$ cat src/rtl/bram_access_arbiter.sv
// Frame BRAM arbiter: one single-port BRAM shared by the AXI-Lite register path and the VGA
// pixel reader. Read returns carry a tag so each datum goes back to the side that asked for it.
module bram_access_arbiter #(
   parameter int ADDR_W     = 17,
   parameter int DATA_W     = 8,
   parameter int RD_LAT     = 1,
   parameter int ARB_MODE   = 1,
   parameter int STARVE_MAX = 16
) (
   input  logic              i_CLK,
   input  logic              i_RSTn,
   input  logic              i_SEL,
   input  logic              i_AXI_RD,
   input  logic              i_AXI_WR,
   input  logic [ADDR_W-1:0] i_AXI_ADDR,
   input  logic [DATA_W-1:0] i_AXI_WDATA,
   output logic              o_AXI_BUSY,
   output logic [DATA_W-1:0] o_AXI_RDATA,
   output logic              o_AXI_RVALID,
   output logic              o_AXI_WDONE,
   input  logic              i_VGA_RD,
   input  logic [ADDR_W-1:0] i_VGA_ADDR,
   output logic [DATA_W-1:0] o_VGA_RDATA,
   output logic              o_VGA_RVALID,
   output logic              o_VGA_MISS,
   output logic              o_BRAM_RD,
   output logic              o_BRAM_WR,
   output logic [ADDR_W-1:0] o_BRAM_ADDR,
   output logic [DATA_W-1:0] o_BRAM_WDATA,
   input  logic [DATA_W-1:0] i_BRAM_RDATA
);

   localparam int               CNT_W      = $clog2(STARVE_MAX + 1);
   localparam logic [CNT_W-1:0] STARVE_LIM = CNT_W'(STARVE_MAX);
   localparam logic             DYN        = (ARB_MODE != 0);

   function automatic logic [CNT_W-1:0] sat_inc(input logic [CNT_W-1:0] v);
      return (v == STARVE_LIM) ? v : v + 1'b1;
   endfunction

   logic              hold_vld_p0;
   logic              hold_wr_p0;
   logic [ADDR_W-1:0] hold_addr_p0;
   logic [DATA_W-1:0] hold_wdata_p0;
   logic [CNT_W-1:0]  starve_cnt;
   logic [CNT_W-1:0]  starve_nxt;
   logic              accept;
   logic              axi_issue;
   logic              vga_issue;
   logic              vga_zero;

   // per-stage return tags: real AXI read, VGA return, VGA return forced to zero
   logic [RD_LAT:0]   vld_axi_p;
   logic [RD_LAT:0]   vld_vga_p;
   logic [RD_LAT:0]   zero_vga_p;

   assign o_AXI_BUSY = hold_vld_p0;
   assign accept     = (i_AXI_RD | i_AXI_WR) & ~hold_vld_p0;

   always_comb begin
      axi_issue  = 1'b0;
      vga_issue  = 1'b0;
      vga_zero   = 1'b0;
      starve_nxt = starve_cnt;
      if (!DYN) begin
         if (i_SEL) begin
            vga_issue = i_VGA_RD;
         end else begin
            axi_issue = hold_vld_p0;
            vga_zero  = i_VGA_RD;
         end
      end else begin
         if (hold_vld_p0 && (starve_cnt >= STARVE_LIM)) begin
            axi_issue = 1'b1;
            vga_zero  = i_VGA_RD;
         end else if (i_VGA_RD) begin
            vga_issue = 1'b1;
            if (hold_vld_p0) starve_nxt = sat_inc(starve_cnt);
         end else begin
            axi_issue = hold_vld_p0;
         end
      end
      if (axi_issue) starve_nxt = '0;
   end

   // stage 0: AXI holding register
   always_ff @(posedge i_CLK or negedge i_RSTn) begin
      if (!i_RSTn) begin
         hold_vld_p0 <= 1'b0;
         hold_wr_p0  <= 1'b0;
         starve_cnt  <= '0;
      end else begin
         starve_cnt <= starve_nxt;
         if (accept) begin
            hold_vld_p0 <= 1'b1;
            hold_wr_p0  <= i_AXI_WR;
         end else if (axi_issue) begin
            hold_vld_p0 <= 1'b0;
         end
      end
   end

   always_ff @(posedge i_CLK) begin
      if (accept) begin
         hold_addr_p0  <= i_AXI_ADDR;
         hold_wdata_p0 <= i_AXI_WDATA;
      end
   end

   // stage 1: registered BRAM command plus return tag entry
   always_ff @(posedge i_CLK or negedge i_RSTn) begin
      if (!i_RSTn) begin
         o_BRAM_RD    <= 1'b0;
         o_BRAM_WR    <= 1'b0;
         o_BRAM_ADDR  <= '0;
         o_BRAM_WDATA <= '0;
         o_AXI_WDONE  <= 1'b0;
         vld_axi_p    <= '0;
         vld_vga_p    <= '0;
         zero_vga_p   <= '0;
      end else begin
         o_BRAM_RD   <= vga_issue | (axi_issue & ~hold_wr_p0);
         o_BRAM_WR   <= axi_issue & hold_wr_p0;
         o_AXI_WDONE <= axi_issue & hold_wr_p0;
         if (vga_issue) begin
            o_BRAM_ADDR <= i_VGA_ADDR;
         end else if (axi_issue) begin
            o_BRAM_ADDR <= hold_addr_p0;
         end
         if (axi_issue & hold_wr_p0) o_BRAM_WDATA <= hold_wdata_p0;
         vld_axi_p  <= {vld_axi_p[RD_LAT-1:0], axi_issue & ~hold_wr_p0};
         vld_vga_p  <= {vld_vga_p[RD_LAT-1:0], vga_issue | vga_zero};
         zero_vga_p <= {zero_vga_p[RD_LAT-1:0], vga_zero};
      end
   end

   // stage RD_LAT+1: route BRAM data to the tagged requester
   always_ff @(posedge i_CLK or negedge i_RSTn) begin
      if (!i_RSTn) begin
         o_AXI_RVALID <= 1'b0;
         o_AXI_RDATA  <= '0;
         o_VGA_RVALID <= 1'b0;
         o_VGA_RDATA  <= '0;
         o_VGA_MISS   <= 1'b0;
      end else begin
         o_AXI_RVALID <= vld_axi_p[RD_LAT];
         o_VGA_RVALID <= vld_vga_p[RD_LAT];
         o_VGA_MISS   <= vld_vga_p[RD_LAT] & zero_vga_p[RD_LAT] & DYN;
         if (vld_axi_p[RD_LAT]) o_AXI_RDATA <= i_BRAM_RDATA;
         if (vld_vga_p[RD_LAT]) o_VGA_RDATA <= zero_vga_p[RD_LAT] ? '0 : i_BRAM_RDATA;
      end
   end

endmodule
$ cat config.mk
export PLATFORM = sky130hd
export DESIGN_NAME = bram_access_arbiter
export DESIGN_NICKNAME = d
export VERILOG_FILES = /design/src/rtl/bram_access_arbiter.sv
export SDC_FILE = /design/constraint.sdc
export NUM_CORES = 1
export LEC_CHECK = 0
export ABC_AREA = 1
export CAP_MARGIN = 20
export CORE_MARGIN = 2
export CORE_UTILIZATION = 30
export CTS_BUF_LIST = sky130_fd_sc_hd__clkbuf_8
export DETAILED_ROUTE_END_ITERATION = 8
export SYNTH_ARGS = -nofsm -noshare
export SYNTH_HDL_FRONTEND = slang
export SYNTH_SLANG_ARGS = --single-unit
$ cat constraint.sdc
create_clock -name i_CLK -period 2.2 [get_ports i_CLK]
set_input_delay 0.44 -clock i_CLK [delete_from_list [all_inputs] [get_ports i_CLK]]
set_output_delay 0.44 -clock i_CLK [all_outputs]
set_load 0.005 [all_outputs]
# Word level (Yosys, flattened, before mapping)
# Index checks and enable logic that the tools add are counted.
[totals] register_bits=84 in_bits=56 latch_bits=0 elab_cells=52 romBits=0 mem_bits_rw=0 n_memories=0
[classes] addsub=1 n_reduce_logical=6 bitwise_logic=9 eq_ne=3 div=0 muxes=15 magnitude_cmp=1 n_mul=0 n_shift=0
[ops] op="$mux W17" count=2
[ops] op="$mux W5" count=5
[ops] op="$mux W8" count=1
[ops] op="$reduce_bool A2 Y1" count=4
[ops] op="$mux W1" count=7
[ops] op="$add A5 B1 Y5 const B" count=1
[ops] op="$eq A5 B5 Y1 const B" count=1
[ops] op="$ge A5 B5 Y1 const B" count=1
[ops] op="$and A1 B1 Y1" count=4
[ops] op="$ne A2 B2 Y1 const B" count=2
[ops] op="$reduce_and A4 Y1" count=1
[ops] op="$or A1 B1 Y1" count=3
[ops] op="$not A1 Y1" count=2
[ops] op="$logic_and A1 B1 Y1" count=1

# Logic depth before layout (Yosys ltp)
# Gate-level depths: netlist of the first run.
[depth] depth_word=6 mapped_depth=7 ltp_nobuf=5

# Worst setup path after synthesis of the first run
# OpenSTA, ideal clock, no wires.
[synth_path] path_type="register to register" startpoint="register hold_vld_p0, in the netlist o_AXI_BUSY" endpoint="register hold_addr_p0[0] (enable)" synth_period_minus_slack_ns=1.636 slack_ns=0.564 setup_time_ns=0.382 t_arrival_ns=1.254 t_required_ns=1.818 path_stages_with_launch=5 path_buffers=1 cell_sequence="dfrtp_1 -> buf_6 -> inv_2 -> nand2_1 -> nand2_1"
[synth_via] elab_chain_len=2
[synth_rtl] item="start: declaration" line_no="41" rtl="logic hold_vld_p0;"
[synth_rtl] item="start signal: assignment" line_no="89" rtl="hold_vld_p0 <= 1'b0;"
[synth_rtl] item="start signal: assignment" line_no="95" rtl="hold_vld_p0 <= 1'b1;"
[synth_rtl] item="start signal: assignment" line_no="98" rtl="hold_vld_p0 <= 1'b0;"
[synth_rtl] item="$not A1 Y1" line_no="58" rtl="assign accept = (i_AXI_RD | i_AXI_WR) & ~hold_vld_p0;"
[synth_rtl] item="$and A1 B1 Y1" line_no="58"
[synth_rtl] item="net accept" line_no="47" rtl="logic accept;"
[synth_rtl] item="end signal: assignment" line_no="105" rtl="hold_addr_p0 <= i_AXI_ADDR;"
[synth_rtl] item="end: declaration" line_no="43" rtl="logic [ADDR_W-1:0] hold_addr_p0;"
# The timed path passes the listed nets, and every way through them passes these cells.
# A chain may end at the register's enable or synchronous reset.

# Worst setup path in the final report of the first run
[layout_path] startpoint="register hold_vld_p0, in the netlist o_AXI_BUSY" endpoint="output o_AXI_BUSY"
[layout_lines] item="end: declaration" line_no="17" rtl="output logic o_AXI_BUSY,"
# No word-level cell between the ends.

==> results of run 1 <==
## layer usage
layer	vias up	GRT usage	wire, microns
met5	-	0	0
met3	6	0.0236	334
li1	1145	-	-
met2	62	0.195	3300
met4	0	0.0595	109
met1	1042	0.172	3200
## cell type report
type | instances | area share
Clock inverter | 7 | 0.0203
Sequential cell | 84 | 0.488
Multi-Input combinational cell | 170 | 0.174
Inverter | 25 | 0.0206
Tap cell | 136 | 0.0373
Timing Repair Buffer | 106 | 0.232
Clock buffer | 9 | 0.0272
## flip-flops by register name, summed over array words and instances (netlist names)
register	cells
o_VGA_RDATA	8
o_VGA_RVALID	1
o_AXI_RVALID	1
zero_vga_p	2
vld_vga_p	2
hold_wdata_p0	8
hold_wr_p0	1
starve_cnt	5
o_BRAM_WR	1
o_BRAM_ADDR	17
o_AXI_RDATA	8
vld_axi_p	2
o_VGA_MISS	1
o_AXI_BUSY	1
hold_addr_p0	17
o_BRAM_WDATA	8
o_BRAM_RD	1
## power by group
part           internal (mW)  total (mW)  switching [mW]
logic                  0.660        1.17           0.514
registers               1.98        2.20           0.220
clock network          0.636        1.18           0.542
total                   3.28        4.55            1.28
## final timing paths
kind | start | to | slack, ps | cells after the start
worst max-delay path | o_AXI_BUSY$_DFFE_PN0P_ | o_AXI_BUSY | 520 | 1
worst min-delay path | i_RSTn | o_BRAM_ADDR[6]$_DFFE_PN0P_ | 60 | 1
worst max register to register | o_AXI_BUSY$_DFFE_PN0P_ | o_BRAM_ADDR[11]$_DFFE_PN0P_ | 770 | 6
worst min register to register | vld_axi_p[0]$_DFF_PN0_ | vld_axi_p[1]$_DFF_PN0_ | 360 | 0
max in group asynchronous | i_RSTn | o_VGA_RVALID$_DFF_PN0_ | 1530 | 2
min in group i_CLK | vld_axi_p[0]$_DFF_PN0_ | vld_axi_p[1]$_DFF_PN0_ | 360 | 0
## Yosys cell counts, types with 2 or more instances
library cell and number:
ha_1 2, nand2_8 2, clkbuf_1 3, nand3_1 12, buf_6 3, edfxtp_1 25, o21ai_0 6, a21oi_1 9
nand2_1 99, o22ai_1 10, buf_2 2, nor2_1 13, o21ai_1 12, dfrtp_1 59, inv_1 24, buf_4 6
## cell families (layout without fill, tap and decap cells)
logic type,Yosys count,after routing,synth area share
DFF,84,84,0.693
buffers and inverters,39,147,0.0603
and+or+nand+nor,129,129,0.170
adders and majority gates,2,2,0.00778
AOI/OAI and AO/OA,39,39,0.0689
==> key figures, run 1 <==
STA
  – Max Clock Skew: 10.1 ps
  – Worst setup margin: 519 ps
  – Fin. max-slew vios: 0
  – Final TNS setup: 0 ps
  – Period utilisation layout: 0.764
  – Unrepaired setup endpoints after global routing: false
  – Final Hold Fails: 0
  – Max_slew headroom: 0.624
  – Slew @ Worst Pin: 563 ps
  – Final setup violation count: 0
  – Minimum clock period: 1680 ps
  – Smallest hold slack: 56.8 ps
  – Max Clk Rate: 595 MHz

Floorplan
  – Die area: 11600 sq um
  – Initial Utilization: 0.310
  – Row cnt: 37
  – I/O Pins: 104
  – Die height: 108 microns
  – Die Wd: 108 microns
  – Core Area: 10400 sq um

Power
  – Power, Total: 4.55 mW
  – Lkg Pwr: 1.99 nW
  – Peak supply drop: 0.000446 V
  – Pwr dens: 999 nW/um^2

GRT
  – Initial antenna violation count: 0
  – Vias in the first global route: 2183
  – GR Overflow Total: 0
  – Largest net degree at the start of global routing: 36
  – All-Layer GR Usage: 0.126
  – Global-route wire length before repair: 11100 microns

Layout
  – Final core utilization: 0.440
  – Layout cells sized above 1: 0.0623
  – Post-Layout Cell Count: 537
  – # diodes: 0
  – Filler cells: 1010
  – Cell area after layout: 4560 sq um
  – Commonest cells after routing, fill and taps aside: clkdlybuf4s50_1 (101), nand2_1 (99), dfrtp_1 (59)
  – Area delta synth->final: 41.8%
  – FF/Latch Area: 2230 sq um
  – Most common cell after layout, fill and taps aside: clkdlybuf4s50_1
  – Multi-input gate area in the final layout: 795 sq um
  – Final #Nets: 454

Yosys
  – EDFF count, synth: 25
  – Area share of the largest cell type after synthesis: 0.459
  – Syn_nets: 351
  – Dominant synthesized flop cell: dfrtp_1
  – Seq/Total Area, Yosys: 0.693
  – Largest area contributor in the synthesized netlist: dfrtp_1
  – FF+latch count, synth: 84
  – Gate Count Post-Synth: 293
  – Top area cells in the synthesized netlist: dfrtp_1 (46%), edfxtp_1 (23%), nand2_1 (12%)
  – Yosys cell types: 22
  – Mapped Area: 3220 sq um
  – Yosys warning count: 0
  – Synth async-reset ratio: 0.702
  – Synth Area per Inst: 11.0 sq um

Setup path
  – Crit Path Class: reg -> out
  – Slowest stage delay, CP: 520 ps
  – Worst EP required: 1760 ps
  – Crit-path cells: clkdlybuf4s50_1
  – Top delay family on crit path: buffers and inverters
  – Crit-path slowest cell: clkdlybuf4s50_1
  – CP bufs+invs: 1
  – CP arrival: 1240 ps
  – Crit path capture type: output pin
  – Worst setup SP type: flip-flop
  – Worst-path maximum fanout: 3

Placement
  – Global placement routability congestion: 0.756
  – Placed Instances: 521
  – Place WS: 242 ps
  – Count of input and output buffers: 102
  – DP HPWL: 5080 microns
  – Post-DP Area: 4340 sq um

Hold path
  – Hold Path Class: in -> async

Clocking
  – Clock latency on the worst-skew pair: 340 ps
  – Hold-fix buffers at CTS: 0
  – # Post-CTS Setup Buffers: 0
  – CTS Buf Count: 9
  – Clock net sink count: 84
  – H-tree depth: 3
  – CTS resizes: 0
  – Clk buf depth: 2
  – Clk slew on worst S/H paths: 90 ps
  – TritonCTS clock tree: yes
  – Clk root buf: clkbuf_8

Run
  – Max Cap Viol: 0

Detailed routing
  – Antenna viol nets, final: 0
  – DR vias: 2255
  – DRC Markers: 0
  – Vias per inst: 4.20
  – WL final: 6940 microns
  – Routed length per instance: 12.9 microns
  – First-pass iteration count of the detailed router: 4
  – Number of DRC markers in iteration 0: 79

Run status
  – Status: completed
Note: power is estimated with default switching activity, not from simulation.
==> inputs of run 2 (changes only) <==
Clock period 2.2 ns to 1.5 ns, I/O delays scaled along.
==> run 2 against run 1 <==
Non-clock buffer count rose by 11. Cell count rose by 2.0%. Critical endpoint is now o_VGA_RVALID. Critical path type unchanged. Clock skew rose by 1.7 ps. Highest routed layer unchanged.
==> key figures, run 2 (synthesis results as in run 1) <==
Detailed routing
  – WL final: 7160 microns
  – First-pass iteration count of the detailed router: 4
  – Vias per inst: 4.16
  – Antenna viol nets, final: 0
  – DRC Markers: 0
  – DR vias: 2278
  – Routed length per instance: 13.1 microns
  – Number of DRC markers in iteration 0: 128

Power
  – Peak supply drop: 0.000601 V
  – Lkg Pwr: 2.19 nW
  – Pwr dens: 1420 nW/um^2
  – Power, Total: 6.56 mW

STA
  – Max_slew headroom: 0.654
  – Max Clk Rate: 692 MHz
  – Fin. max-slew vios: 0
  – Minimum clock period: 1440 ps
  – Worst setup margin: 55.6 ps
  – Final setup violation count: 0
  – Unrepaired setup endpoints after global routing: false
  – Slew @ Worst Pin: 519 ps
  – Max Clock Skew: 11.8 ps
  – Final Hold Fails: 0
  – Period utilisation layout: 0.963

GRT
  – Global-route wire length before repair: 11500 microns
  – All-Layer GR Usage: 0.132
  – Vias in the first global route: 2237
  – Largest net degree at the start of global routing: 60
  – GR Overflow Total: 0
  – Initial antenna violation count: 0

Placement
  – DP HPWL: 5020 microns
  – Placed Instances: 524
  – Global placement routability congestion: 0.784
  – Place WS: -71.9 ps
  – Count of input and output buffers: 102
  – Post-DP Area: 4390 sq um

Setup path
  – Worst Setup SP: o_VGA_RVALID$_DFF_PN0_
  – Worst setup SP type: flip-flop
  – Top delay family on crit path: buffers and inverters
  – Worst EP required: 1200 ps
  – Crit-path cells: clkdlybuf4s50_1
  – CP arrival: 1140 ps
  – Reg2reg setup slack: 100 ps
  – Path depth of the worst reg2reg path: 6
  – Crit path capture type: output pin
  – Reg-to-Reg Start: o_AXI_BUSY$_DFFE_PN0P_
  – Crit Path Class: reg -> out
  – Worst path depth: 1
  – CP bufs+invs: 1
  – Worst-path maximum fanout: 1
  – Slowest stage delay, CP: 490 ps
  – Endpoint of the worst register-to-register path: o_BRAM_ADDR[3]$_DFFE_PN0P_
  – CP endpoint: o_VGA_RVALID
  – Crit-path slowest cell: clkdlybuf4s50_1

Floorplan
  – Row cnt: 37
  – Core Area: 10400 sq um
  – Die area: 11600 sq um
  – I/O Pins: 104
  – Die height: 108 microns
  – Die Wd: 108 microns
  – Initial Utilization: 0.310

Layout
  – Multi-input gate area in the final layout: 797 sq um
  – Final #Nets: 465
  – Most common cell after layout, fill and taps aside: nand2_1
  – Layout cells sized above 1: 0.0874
  – Area delta synth->final: 43.8%
  – FF/Latch Area: 2230 sq um
  – Post-Layout Cell Count: 548
  – Final core utilization: 0.446
  – Top Registers: hold_addr_p0 x17, o_BRAM_ADDR x17
  – # diodes: 0
  – Commonest cells after routing, fill and taps aside: nand2_1 (98), dfrtp_1 (59), clkdlybuf4s50_1 (54)
  – Cell area after layout: 4620 sq um
  – Filler cells: 1014

Clocking
  – Clk root buf: clkbuf_8
  – Clk slew on worst S/H paths: 80 ps
  – H-tree depth: 3
  – TritonCTS clock tree: yes
  – Clock net sink count: 84
  – CTS Buf Count: 9
  – Clk buf depth: 2
  – Clock latency on the worst-skew pair: 350 ps

Run status
  – Status: completed

Hold path
  – Hold Path Class: reg -> reg

Run
  – Max Cap Viol: 0
-- run 2: changes by cell type in the layout (fill, tap and decap cells not counted) --
cell / change
clkdlybuf4s50_1: -47
dlygate4sd2_1: +42
buf_4: +8
dlymetal6s2s_1: +5
buf_12: +2
clkinv_2: +2
clkinv_4: -2
clkinv_1: -1
clkinvlp_4: -1
dlygate4sd3_1: +1
inv_1: +1
inv_4: +1
nand2_1: -1
nand2_2: +1
-- run 2: worst min path at each step --
| stage | to | startpoint | cells after the start | slack (ps) |
|---|---|---|---|---|
| CTS | zero_vga_p[1]$_DFF_PN0_ | zero_vga_p[0]$_DFF_PN0_ | 0 | 360 |
| detailed placement | o_BRAM_ADDR[2]$_DFFE_PN0P_ | i_RSTn | 2 | 330 |
| global route | zero_vga_p[1]$_DFF_PN0_ | zero_vga_p[0]$_DFF_PN0_ | 0 | 360 |
| finish | zero_vga_p[1]$_DFF_PN0_ | zero_vga_p[0]$_DFF_PN0_ | 0 | 350 |
| floorplan | hold_wr_p0$_DFFE_PN0P_ | i_RSTn | 0 | 4 |
| global placement | o_BRAM_ADDR[2]$_DFFE_PN0P_ | i_RSTn | 2 | 330 |
-- run 2: final cells by class --
cell class / count / share of cell area
multi-input combinational: 170 / 0.172
clock inverter: 7 / 0.0181
tap: 136 / 0.0368
inverter: 25 / 0.0203
timing repair buffer: 117 / 0.244
sequential: 84 / 0.482
clock buffer: 9 / 0.0268
-- run 2: stage by stage --
stage	TNS (ps)	hold slack (ps)
after floorplan	0	4.41
final	0	355
after global routing	0	365
after detailed placement	-274	334
after global placement	-135	331
after CTS	0	356
-- run 2: where the power goes --
part | leakage (nW) | internal [mW] | switching, mW | total, mW
combinational | 1.13 | 0.859 | 0.814 | 1.67
sequential | 0.949 | 2.91 | 0.289 | 3.20
clock | 0.116 | 0.922 | 0.772 | 1.69
-- run 2: routing by layer --
layer / track usage / part of all wire
met5: 0 / 0
met3: 0.0315 / 0.050
met1: 0.186 / 0.48
met2: 0.195 / 0.46
met4: 0.0559 / 0.017
-- run 2: what timing repair did --
action / 4_1_cts / 5_1_grt
hold buffers: 1 / 0
endpoints found under the hold margin: 59 / 0
pin swaps: 0 / 0
gates resized for setup: 42 / 5
setup buffers: 6 / 1
endpoints found under the setup margin: 43 / 5
==> inputs of run 3 (changes only) <==
Clock period 1.5 ns to 1.55 ns, I/O delays scaled along.
==> run 3 against run 2 <==
Cell count grew 0.73%. First-iteration DRC count grew 1.6%. Final area grew 2.7%. Non-clock buffer count grew 4. Setup slack lost 9.5 ps. Register-to-register slack is essentially flat. Clock-buffer cell count is the same. Global-route usage shrank 0.21 points. Sequential share of layout area shrank 1.3 points. Critical endpoint is now o_BRAM_ADDR[4]. Largest power group unchanged. Highest routed layer unchanged.
==> key figures, run 3 (synthesis results as in run 1) <==
Layout
  – Most common cell after layout, fill and taps aside: nand2_1
  – Cell area after layout: 4750 sq um
  – Area delta synth->final: 47.7%
  – Final #Nets: 469
  – Multi-input gate area in the final layout: 797 sq um
  – Filler cells: 999
  – Post-Layout Cell Count: 552
  – Commonest cells after routing, fill and taps aside: nand2_1 (98), clkdlybuf4s50_1 (60), dfrtp_1 (59)
  – Top Registers: hold_addr_p0 x17, o_BRAM_ADDR x17
  – # diodes: 0
  – FF/Latch Area: 2230 sq um
  – Final core utilization: 0.458
  – Layout cells sized above 1: 0.0986

STA
  – Max Clock Skew: 11.0 ps
  – Max Clk Rate: 665 MHz
  – Fin. max-slew vios: 0
  – Period utilisation layout: 0.970
  – Final Hold Fails: 0
  – Minimum clock period: 1500 ps
  – Smallest hold slack: 354 ps
  – Max_slew headroom: 0.662
  – Slew @ Worst Pin: 507 ps
  – Final setup violation count: 0
  – Final TNS setup: 0 ps

Setup path
  – CP bufs+invs: 1
  – Reg-to-Reg Start: o_AXI_BUSY$_DFFE_PN0P_
  – Crit Path Class: reg -> out
  – Crit-path cells: clkdlybuf4s50_1
  – Slowest stage delay, CP: 500 ps
  – Path depth of the worst reg2reg path: 6
  – Crit path capture type: output pin
  – Crit-path slowest cell: clkdlybuf4s50_1
  – Worst-path maximum fanout: 2
  – Worst path depth: 1
  – Worst setup SP type: flip-flop
  – Worst Setup SP: o_BRAM_ADDR[4]$_DFFE_PN0P_
  – Top delay family on crit path: buffers and inverters
  – CP arrival: 1190 ps
  – Worst EP required: 1240 ps

Placement
  – Global placement routability congestion: 0.785
  – Post-DP Area: 4390 sq um
  – Count of input and output buffers: 102
  – Placed Instances: 524
  – DP HPWL: 5000 microns

Clocking
  – Clock latency on the worst-skew pair: 350 ps
  – H-tree depth: 3
  – Clk root buf: clkbuf_8
  – Clock net sink count: 84
  – Clk slew on worst S/H paths: 80 ps
  – Clk buf depth: 2
  – CTS Buf Count: 9
  – TritonCTS clock tree: yes

Hold path
  – Hold Startpoint: vld_vga_p[0]$_DFF_PN0_
  – Hold Path Depth: 0
  – Hold Path Class: reg -> reg

Run
  – Max Cap Viol: 0

Power
  – Pwr dens: 1350 nW/um^2
  – Lkg Pwr: 2.37 nW
  – Peak supply drop: 0.000542 V

Floorplan
  – Initial Utilization: 0.310
  – Die Wd: 108 microns
  – Die height: 108 microns
  – Core Area: 10400 sq um
  – I/O Pins: 104
  – Die area: 11600 sq um
  – Row cnt: 37

Detailed routing
  – First-pass iteration count of the detailed router: 4
  – Max Used Layer: met4
  – DR vias: 2314
  – DRC Markers: 0
  – WL final: 7210 microns
  – Vias per inst: 4.19
  – Metal2 WL: 3340 microns
  – Wl on met1: 3400 microns
  – Routed length per instance: 13.1 microns
  – Number of DRC markers in iteration 0: 130
  – WL met3: 327 microns
  – Antenna viol nets, final: 0

GRT
  – Initial antenna violation count: 0
  – Global-route wire length before repair: 11300 microns
  – Vias in the first global route: 2237
  – Largest net degree at the start of global routing: 60
  – All-Layer GR Usage: 0.130
  – GR Overflow Total: 0

Run status
  – Status: completed
[run 3: worst paths after layout]
kind                                         endpoint  slack [ps]
setup / recovery                       o_BRAM_ADDR[4]          50
hold / removal                 vld_vga_p[1]$_DFF_PN0_         350
setup reg to reg           o_BRAM_ADDR[3]$_DFFE_PN0P_          90
hold reg to reg                vld_vga_p[1]$_DFF_PN0_         350
max in group asynchronous      o_VGA_RVALID$_DFF_PN0_         760
min in group asynchronous  o_BRAM_ADDR[2]$_DFFE_PN0P_         510
[run 3: repair_timing]
action / in CTS / in global routing
resized for setup: 10 / 31
hold endpoints to repair: 59 / 0
setup endpoints to repair: 11 / 32
buffers inserted: 2 / 9
hold buffers: 1 / 0
[run 3: stage by stage]
| stage | setup WS [ps] | total power, mW |
|---|---|---|
| after floorplan | 144 | 3.86 |
| after global placement | -2.32 | 4.91 |
| after detailed placement | -39.8 | 4.94 |
| after CTS | 0.0147 | 6.49 |
| after global routing | -8.67 | 6.89 |
| final | 46.1 | 6.43 |
[run 3: routing by layer]
| layer | up-vias | GRT usage |
|---|---|---|
| met5 | - | 0 |
| met4 | 0 | 0.0614 |
| met3 | 10 | 0.0327 |
| met2 | 69 | 0.195 |
| met1 | 1063 | 0.177 |
| li1 | 1172 | - |
[run 3: power breakdown]
group | leakage [nW] | switching [mW] | internal (mW)
sequential | 0.949 | 0.268 | 2.81
clock | 0.102 | 0.798 | 0.757
combinational | 1.32 | 0.812 | 0.982
total | 2.37 | 1.88 | 4.55
[run 3: area by class of cell]
type                    instances  share of cell area
flip-flops and latches         84               0.469
repair buffers                121               0.266
multi-input cells             170               0.168
well taps                     136              0.0358
clock buffers                   9              0.0261
inverters                      25              0.0198
clock inverters                 7              0.0155
